`src/rtl/gsim_pkg.sv`:
```
// Shared types, constants and width helpers
// for the parametrised Gauss-Seidel solver.
package gsim_pkg;

  typedef enum logic [1:0] {
    IDLE,
    LOAD,
    CALC,
    OUT
  } state_t;

  localparam int COEF1       = 13;
  localparam int COEF2       = -6;
  localparam int COEF3       = 1;
  localparam int RECIP       = 52429;
  localparam int RECIP_SHIFT = 20;
  localparam int RECIP_W     = 17;

  function automatic int s_width(input int xw);
    return xw + 6;
  endfunction

  function automatic int p_width(input int xw);
    return xw + 6 + RECIP_W;
  endfunction

  function automatic longint sat_max(input int xw);
    return (64'sd1 <<< (xw - 1)) - 64'sd1;
  endfunction

  function automatic longint sat_min(input int xw);
    return -(64'sd1 <<< (xw - 1));
  endfunction

endpackage

```
`src/rtl/gsim_row_pe.sv`:
```
// Combinational row evaluator: weighted neighbour
// sum, divide-by-20 via reciprocal, saturate, |delta|.
module gsim_row_pe
  import gsim_pkg::*;
#(
  parameter int X_WIDTH = 32,
  parameter int SW      = s_width(X_WIDTH)
) (
  input  logic signed [X_WIDTH-1:0] x_m1,
  input  logic signed [X_WIDTH-1:0] x_p1,
  input  logic signed [X_WIDTH-1:0] x_m2,
  input  logic signed [X_WIDTH-1:0] x_p2,
  input  logic signed [X_WIDTH-1:0] x_m3,
  input  logic signed [X_WIDTH-1:0] x_p3,
  input  logic signed [X_WIDTH-1:0] x_old,
  input  logic signed [SW-1:0]      b_al,
  output logic signed [X_WIDTH-1:0] x_new,
  output logic        [X_WIDTH:0]   delta
);

  localparam int PW = p_width(X_WIDTH);
  localparam int DW = X_WIDTH + 1;

  localparam logic signed [SW-1:0] C1 = SW'(COEF1);
  localparam logic signed [SW-1:0] C2 = SW'(COEF2);
  localparam logic signed [SW-1:0] C3 = SW'(COEF3);
  localparam logic signed [PW-1:0] RC = PW'(RECIP);
  localparam logic signed [PW-1:0] HI = PW'(sat_max(X_WIDTH));
  localparam logic signed [PW-1:0] LO = PW'(sat_min(X_WIDTH));

  logic signed [SW-1:0] s;
  logic signed [PW-1:0] p;
  logic signed [PW-1:0] q;
  logic signed [DW-1:0] d;

  // S, floor(S*RECIP >> SHIFT), clamp, and magnitude of the change
  always_comb begin
    s = b_al
      + C1 * (SW'(x_m1) + SW'(x_p1))
      + C2 * (SW'(x_m2) + SW'(x_p2))
      + C3 * (SW'(x_m3) + SW'(x_p3));
    p = PW'(s) * RC;
    q = p >>> RECIP_SHIFT;
    if (q > HI) begin
      x_new = HI[X_WIDTH-1:0];
    end else if (q < LO) begin
      x_new = LO[X_WIDTH-1:0];
    end else begin
      x_new = q[X_WIDTH-1:0];
    end
    d = DW'(x_new) - DW'(x_old);
    delta = d[DW-1] ? $unsigned(-d) : $unsigned(d);
  end

endmodule

```
`src/rtl/gsim_param.sv`:
```
// Gauss-Seidel banded solver: load b, sweep rows,
// stream x out over a valid/ready channel.
module gsim_param
  import gsim_pkg::*;
#(
  parameter int N          = 16,
  parameter int B_WIDTH    = 16,
  parameter int X_WIDTH    = 32,
  parameter int FRAC       = 16,
  parameter int ITER_WIDTH = 8
) (
  input  logic                      clk,
  input  logic                      reset,
  input  logic                      in_en,
  input  logic signed [B_WIDTH-1:0] b_in,
  input  logic [ITER_WIDTH-1:0]     max_iter,
  input  logic                      conv_en,
  input  logic [X_WIDTH-1:0]        tol,
  output logic                      out_valid,
  input  logic                      out_ready,
  output logic signed [X_WIDTH-1:0] x_out,
  output logic [$clog2(N)-1:0]      out_idx,
  output logic                      out_last,
  output logic [ITER_WIDTH-1:0]     iter_cnt,
  output logic                      converged,
  output logic                      busy
);

  localparam int IW = $clog2(N);
  localparam int SW = s_width(X_WIDTH);
  localparam int DW = X_WIDTH + 1;
  localparam logic [IW-1:0] LAST = IW'(N - 1);

  state_t state_q, state_d;
  logic signed [B_WIDTH-1:0] b_q [N];
  logic signed [B_WIDTH-1:0] b_d [N];
  logic signed [X_WIDTH-1:0] x_q [N];
  logic signed [X_WIDTH-1:0] x_d [N];
  logic [IW-1:0] cnt_q, cnt_d, row_q, row_d, idx_q, idx_d;
  logic [ITER_WIDTH-1:0] lim_q, lim_d, iter_q, iter_d;
  logic [X_WIDTH-1:0] tol_q, tol_d;
  logic [DW-1:0] dmax_q, dmax_d, dmax_nx;
  logic cen_q, cen_d, conv_q, conv_d;
  logic val_q, val_d, last_q, last_d, busy_q, busy_d;
  logic signed [X_WIDTH-1:0] xo_q, xo_d;

  logic signed [X_WIDTH-1:0] xm [1:3];
  logic signed [X_WIDTH-1:0] xp [1:3];
  logic signed [X_WIDTH-1:0] x_new;
  logic signed [SW-1:0] b_al;
  logic [DW-1:0] delta;
  logic go;

  // Gather the current row's neighbours, zero beyond the edges
  always_comb begin
    for (int k = 1; k <= 3; k++) begin
      xm[k] = '0;
      xp[k] = '0;
      if (int'(row_q) >= k) begin
        xm[k] = x_q[IW'(int'(row_q) - k)];
      end
      if (int'(row_q) + k < N) begin
        xp[k] = x_q[IW'(int'(row_q) + k)];
      end
    end
    b_al = SW'(b_q[row_q]) <<< FRAC;
  end

  gsim_row_pe #(
    .X_WIDTH(X_WIDTH),
    .SW     (SW)
  ) u_pe (
    .x_m1 (xm[1]),
    .x_p1 (xp[1]),
    .x_m2 (xm[2]),
    .x_p2 (xp[2]),
    .x_m3 (xm[3]),
    .x_p3 (xp[3]),
    .x_old(x_q[row_q]),
    .b_al (b_al),
    .x_new(x_new),
    .delta(delta)
  );

  // Next-state for the FSM, register files and output stream
  always_comb begin
    state_d = state_q;
    b_d     = b_q;
    x_d     = x_q;
    cnt_d   = cnt_q;
    row_d   = row_q;
    idx_d   = idx_q;
    lim_d   = lim_q;
    iter_d  = iter_q;
    tol_d   = tol_q;
    dmax_d  = dmax_q;
    cen_d   = cen_q;
    conv_d  = conv_q;
    val_d   = val_q;
    last_d  = last_q;
    xo_d    = xo_q;
    go      = 1'b0;
    dmax_nx = (row_q == '0 || delta > dmax_q) ? delta : dmax_q;
    unique case (state_q)
      IDLE: begin
        if (in_en) begin
          b_d[0] = b_in;
          for (int i = 0; i < N; i++) begin
            x_d[i] = '0;
          end
          lim_d   = (max_iter == '0) ? ITER_WIDTH'(1) : max_iter;
          cen_d   = conv_en;
          tol_d   = tol;
          iter_d  = '0;
          conv_d  = 1'b0;
          cnt_d   = IW'(1);
          state_d = LOAD;
        end
      end
      LOAD: begin
        if (in_en) begin
          b_d[cnt_q] = b_in;
          cnt_d = cnt_q + IW'(1);
          if (cnt_q == LAST) begin
            row_d   = '0;
            state_d = CALC;
          end
        end
      end
      CALC: begin
        x_d[row_q] = x_new;
        dmax_d = dmax_nx;
        if (row_q == LAST) begin
          row_d  = '0;
          iter_d = iter_q + ITER_WIDTH'(1);
          if (cen_q && dmax_nx <= {1'b0, tol_q}) begin
            conv_d = 1'b1;
            go = 1'b1;
          end else if (iter_q + ITER_WIDTH'(1) == lim_q) begin
            go = 1'b1;
          end
        end else begin
          row_d = row_q + IW'(1);
        end
        if (go) begin
          state_d = OUT;
          val_d   = 1'b1;
          idx_d   = '0;
          xo_d    = x_q[0];
          last_d  = 1'b0;
        end
      end
      OUT: begin
        if (out_ready) begin
          if (last_q) begin
            val_d   = 1'b0;
            last_d  = 1'b0;
            state_d = IDLE;
          end else begin
            idx_d  = idx_q + IW'(1);
            xo_d   = x_q[idx_q + IW'(1)];
            last_d = (idx_q + IW'(1) == LAST);
          end
        end
      end
      default: state_d = IDLE;
    endcase
    busy_d = (state_d != IDLE);
  end

  // State and datapath registers, cleared by async reset
  always_ff @(posedge clk or posedge reset) begin
    if (reset) begin
      state_q <= IDLE;
      for (int i = 0; i < N; i++) begin
        b_q[i] <= '0;
        x_q[i] <= '0;
      end
      cnt_q  <= '0;
      row_q  <= '0;
      idx_q  <= '0;
      lim_q  <= '0;
      iter_q <= '0;
      tol_q  <= '0;
      dmax_q <= '0;
      cen_q  <= 1'b0;
      conv_q <= 1'b0;
      val_q  <= 1'b0;
      last_q <= 1'b0;
      busy_q <= 1'b0;
      xo_q   <= '0;
    end else begin
      state_q <= state_d;
      b_q     <= b_d;
      x_q     <= x_d;
      cnt_q   <= cnt_d;
      row_q   <= row_d;
      idx_q   <= idx_d;
      lim_q   <= lim_d;
      iter_q  <= iter_d;
      tol_q   <= tol_d;
      dmax_q  <= dmax_d;
      cen_q   <= cen_d;
      conv_q  <= conv_d;
      val_q   <= val_d;
      last_q  <= last_d;
      busy_q  <= busy_d;
      xo_q    <= xo_d;
    end
  end

  assign out_valid = val_q;
  assign x_out     = xo_q;
  assign out_idx   = idx_q;
  assign out_last  = last_q;
  assign iter_cnt  = iter_q;
  assign converged = conv_q;
  assign busy      = busy_q;

endmodule

```
`config.mk`:
```
export PLATFORM = sky130hd
export DESIGN_NAME = gsim_param
export DESIGN_NICKNAME = d
export VERILOG_FILES = /design/src/rtl/gsim_pkg.sv /design/src/rtl/gsim_row_pe.sv /design/src/rtl/gsim_param.sv
export SDC_FILE = /design/constraint.sdc
export NUM_CORES = 2
export LEC_CHECK = 0
export BUFFER_PORTS_ARGS = -buffer_cell sky130_fd_sc_hd__buf_2
export CELL_PAD_IN_SITES_DETAIL_PLACEMENT = 2
export CELL_PAD_IN_SITES_GLOBAL_PLACEMENT = 2
export CORE_ASPECT_RATIO = 0.7
export CORE_MARGIN = 3
export CORE_UTILIZATION = 45
export CTS_CLUSTER_DIAMETER = 60
export DETAILED_ROUTE_END_ITERATION = 10
export GPL_TIMING_DRIVEN = 0
export PLACE_DENSITY = 0.92
export SYNTH_ARGS = -nofsm -noshare
export SYNTH_HDL_FRONTEND = slang
export SYNTH_SLANG_ARGS = --single-unit
export TNS_END_PERCENT = 30
```
`constraint.sdc`:
```
create_clock -name clk -period 40.5 [get_ports clk]
set_clock_uncertainty 0.1 [all_clocks]
set_input_delay 6.075 -clock clk [delete_from_list [all_inputs] [get_ports clk]]
set_output_delay 6.075 -clock clk [all_outputs]
set_load 0.02 [all_outputs]
```
==> reports/metrics.csv, run 1 <==
metric,value,unit
cts_root_buffer,clkbuf_16,
yosys_warnings,0,
synthArstFlopShare,100,%
initial_core_util,45.5,%
postSynthCellCount,8164,
synth-seq-area-share,25.8,%
cts-buffers-inserted,112,
netlist_area,0.0872,mm^2
status,did not finish,
gp_congestion,1.09,
hpwl,456000,um
synth-xor-area-share,2.90,%
grt_usage,64.6,%
clk_path_buf_depth,3,
synth_top_family_by_area,multiplexers,
rows,134,
io_buffers,108,
synthAdderAreaFrac,17.6,%
synth_commonest_cells,"dfrtp_1, inv_1, mux4_2",
die_y,374,um
grt_pass1_wl,888000,um
cts_hold_buf,0,
synthDistinctLibCells,85,
stop_stage,global routing (5_1_grt),
grt_start_max_net_pins,133,
synth_area_leaders,"dfrtp_1, mux4_2, fa_1, ha_1, mux2_2",
h-tree-depth,3,
cts.sinks,900,
synth_edf_count,0,
synth_compound_area_share,11.7,%
die-width,532,um
grt_pass1_vias,100922,
pre_cts_ws,-938,ps
synth.most_common_cell,dfrtp_1,
grt_overflow_total,91,
synthMuxAreaShare,26.8,%
synth_nets,9217,
synth_top_area_cell,dfrtp_1,
ys_ff_latch,900,
synth_top_area_share,25.8,%
synthFlopType,dfrtp_1,
stop_error,[ERROR GRT-0116] Global routing finished with congestion. Check the congestion regions in the DRC Viewer.,
io_pins,109,
placement.cell_area,0.0916,mm^2
postSynthAreaPerCell,10.7,um^2
synth-simple-area-share,9.18,%
## repair_timing
action,4_1_cts
setup buffers,0
hold endpoints to repair,0
resized for setup,18
endpoints found under the setup margin,40
## metrics by stage
step | hold slack, ps | cells
after floorplan | 369 | 8164
after global placement | 364 | 10856
after detailed placement | 377 | 10877
after CTS | 390 | 11087
## routing by layer
layer | GRT overflow | global-route usage [%]
met2 | 34 | 82.5
met5 | 0 | 14.6
met1 | 1 | 71.4
met3 | 2 | 44.4
met4 | 54 | 52.9
## cells by family after synthesis
kind of cell / count (synthesis)
flops: 900
buf+inv: 1374
compound gates: 1643
xor+xnor: 284
fa+ha+maj: 992
simple gates: 1641
mux: 1330
==> inputs of run 2 (changes only) <==
==> config.mk (replaced) <==
export PLATFORM = sky130hd
export DESIGN_NAME = gsim_param
export DESIGN_NICKNAME = d
export VERILOG_FILES = /design/src/rtl/gsim_pkg.sv /design/src/rtl/gsim_row_pe.sv /design/src/rtl/gsim_param.sv
export SDC_FILE = /design/constraint.sdc
export NUM_CORES = 2
export LEC_CHECK = 0
export BUFFER_PORTS_ARGS = -buffer_cell sky130_fd_sc_hd__buf_2
export CORE_MARGIN = 3
export CORE_UTILIZATION = 40
export DETAILED_ROUTE_END_ITERATION = 10
export GPL_TIMING_DRIVEN = 0
export PLACE_DENSITY_LB_ADDON = 0.15
export SYNTH_ARGS = -nofsm -noshare
export SYNTH_HDL_FRONTEND = slang
export SYNTH_SLANG_ARGS = --single-unit
export TNS_END_PERCENT = 30
==> reports/metrics.csv, run 2 <==
metric,value,unit,change
die-width,473,um,-11%
cts_hold_buf,0,,unchanged
areaGrowthSynthToFinish,9.81,%,
cts_tree,done,,
ant_nets,0,,
dr_total_vias,75133,,
synth_edf_count,0,,unchanged
slew-limit-headroom,-9.93,%,
vias_per_cell,6.62,,
synth_top_area_cell,dfrtp_1,,
grt_start_max_net_pins,134,,
grt_pass1_vias,72192,,
crit_path_max_fanout,10,,
synth-seq-area-share,25.8,%,unchanged
synthFlopType,dfrtp_1,,
synth_nets,9217,,unchanged
startpoint_type,register,,
reg_top3,"x_q: 512 flops, b_q: 256 flops, dmax_q: 33 flops",,
final_cell_mix,"dfrtp_1, inv_1, mux4_2",,
r2r-end,x_out[12],,
initial_core_util,40.4,%,-5.1 points
end_kind,register,,
hold_slack,376,ps,
dieArea,0.224,mm^2,
largest_reg_flops,512,,
multi_input_area,0.0595,mm^2,
routedWlPerCell,38.6,um,
postCtsSetupBuffers,0,,unchanged
io_buffers,108,,unchanged
worstSetupPathType,reg -> reg,,
antenna_found_initial,26,,
synthDistinctLibCells,85,,unchanged
slowest_stage,a2111oi_0,,
min_period_over_period,96.2,%,
grt_pass1_wl,601000,um,
synthArstFlopShare,100,%,unchanged
ys_ff_latch,900,,unchanged
hpwl,360000,um,-21%
violations,"max-capacitance violations, max-slew violations",,
finalInstanceArea,0.0958,mm^2,
dr.pass1.iters,7,,
finalHoldViolCount,0,,
period_needed,38970,ps,
core,0.216,mm^2,
synth_area_leaders,"dfrtp_1, mux4_2, fa_1, ha_1, mux2_2",,
clk_latency,830,ps,
synth.most_common_cell,dfrtp_1,,
drv_cap,10,,
worst_pin_slew,1650,ps,
drive_gt1_share,19.5,%,
r2r_cells,113,,
gp_congestion,1.06,,-2.4%
whs_path_depth,2,,
setup_violations,0,,
nFillCells,20679,,
synth_top_area_share,25.8,%,unchanged
cts.sinks,900,,unchanged
clock.fmax,25.7,MHz,
grt_setup_unrepaired,false,,
placement.cell_area,0.0918,mm^2,+0.25%
largest_register,x_q,,
register_area,0.0225,mm^2,
synth_commonest_cells,"dfrtp_1, inv_1, mux4_2",,
arrival,39500,ps,
ctsResizeCount,0,,-18
status,"finished, violations left",,
cp.required,41040,ps,
max_stage_delay,1050,ps,
drt_iter0_drc,10332,,
rr_startpoint,row_q[1],,
drcViolationCount,0,,
setup_ws,1530,ps,
worst-r2r-setup-slack,1530,ps,
worstHoldStart,converged,,
final_nets,9459,,
path_clk_slew,60,ps,
clk_path_buf_depth,3,,unchanged
layout_commonest_cell,dfrtp_1,,
netlist_area,0.0872,mm^2,unchanged
die_y,473,um,+26%
hold_class,reg -> reg,,
postSynthAreaPerCell,10.7,um^2,unchanged
slew_viol_final,87,,
h-tree-depth,3,,unchanged
cts-buffers-inserted,109,,-2.7%
yosys_warnings,0,,unchanged
rows,170,,+27%
grt_overflow_total,0,,
io_pins,109,,unchanged
cts_root_buffer,clkbuf_16,,
wl,438000,um,
postSynthCellCount,8164,,unchanged
pre_cts_ws,2550,ps,+3490 ps
hold_end,converged,,
crit_top_cell,a21o_1,,
grt_usage,38.8,%,
-- run 2: cell counts after synthesis --
Identical to the previous run, type by type.
-- run 2: worst max-delay path, delay by kind of cell, from the launching register on --
kind | cells | cell delay, ps
fa+ha+maj | 20 | 8030
mux | 3 | 910
compound gates | 49 | 12380
simple gates | 13 | 3790
buf+inv | 22 | 9930
flops | 1 | 630
xor+xnor | 6 | 2810
-- run 2: final cells by class --
type | count | area share, %
Clock buffer | 155 | 3.32
Tap cell | 2838 | 3.71
Inverter | 789 | 3.10
Multi-Input combinational cell | 5890 | 62.1
Antenna cell | 15 | 0.0392
Timing Repair Buffer | 131 | 1.02
Buffer | 585 | 2.50
Sequential cell | 900 | 23.5
Clock inverter | 43 | 0.686
-- run 2: worst max-delay path by stage --
stage          startpoint        end  depth (start not counted)
2_1_floorplan       reset     b_q[0]                          1
3_3_place_gp        reset   x_q[419]                          2
3_5_place_dp     row_q[1]  x_out[13]                        113
4_1_cts          row_q[1]  x_out[12]                        113
5_1_grt          row_q[1]  x_out[12]                        114
6_report         row_q[1]  x_out[12]                        113
-- run 2: stage by stage --
stage	TNS (ps)	std cells	utilization, %
4_1_cts	0	11327	44.3
6_report	0	11346	44.4
3_5_place_dp	0	11129	42.6
3_3_place_gp	-2235880	11110	42.3
5_1_grt	0	11331	44.4
2_1_floorplan	0	8164	-
-- run 2: layer usage --
metal	part of all wire, %	track usage, %
met4	8.8	26.9
met1	40	51.6
met2	41	54.0
met3	10	11.4
met5	0.019	0.130
-- run 2: cell families after synthesis --
family                     count (synthesis)  synth area share, %
AOI/OAI and AO/OA                       1643                 11.7
DFF                                      900                 25.8
and+or+nand+nor                         1641                 9.18
adders and majority gates                992                 17.6
muxes                                   1330                 26.8
buffers and inverters                   1374                 6.02
xor gates and xnor gates                 284                 2.90
Power of run 2 is not shown: default switching activity piles up to over one toggle a cycle in this logic, so the estimate is an artifact.
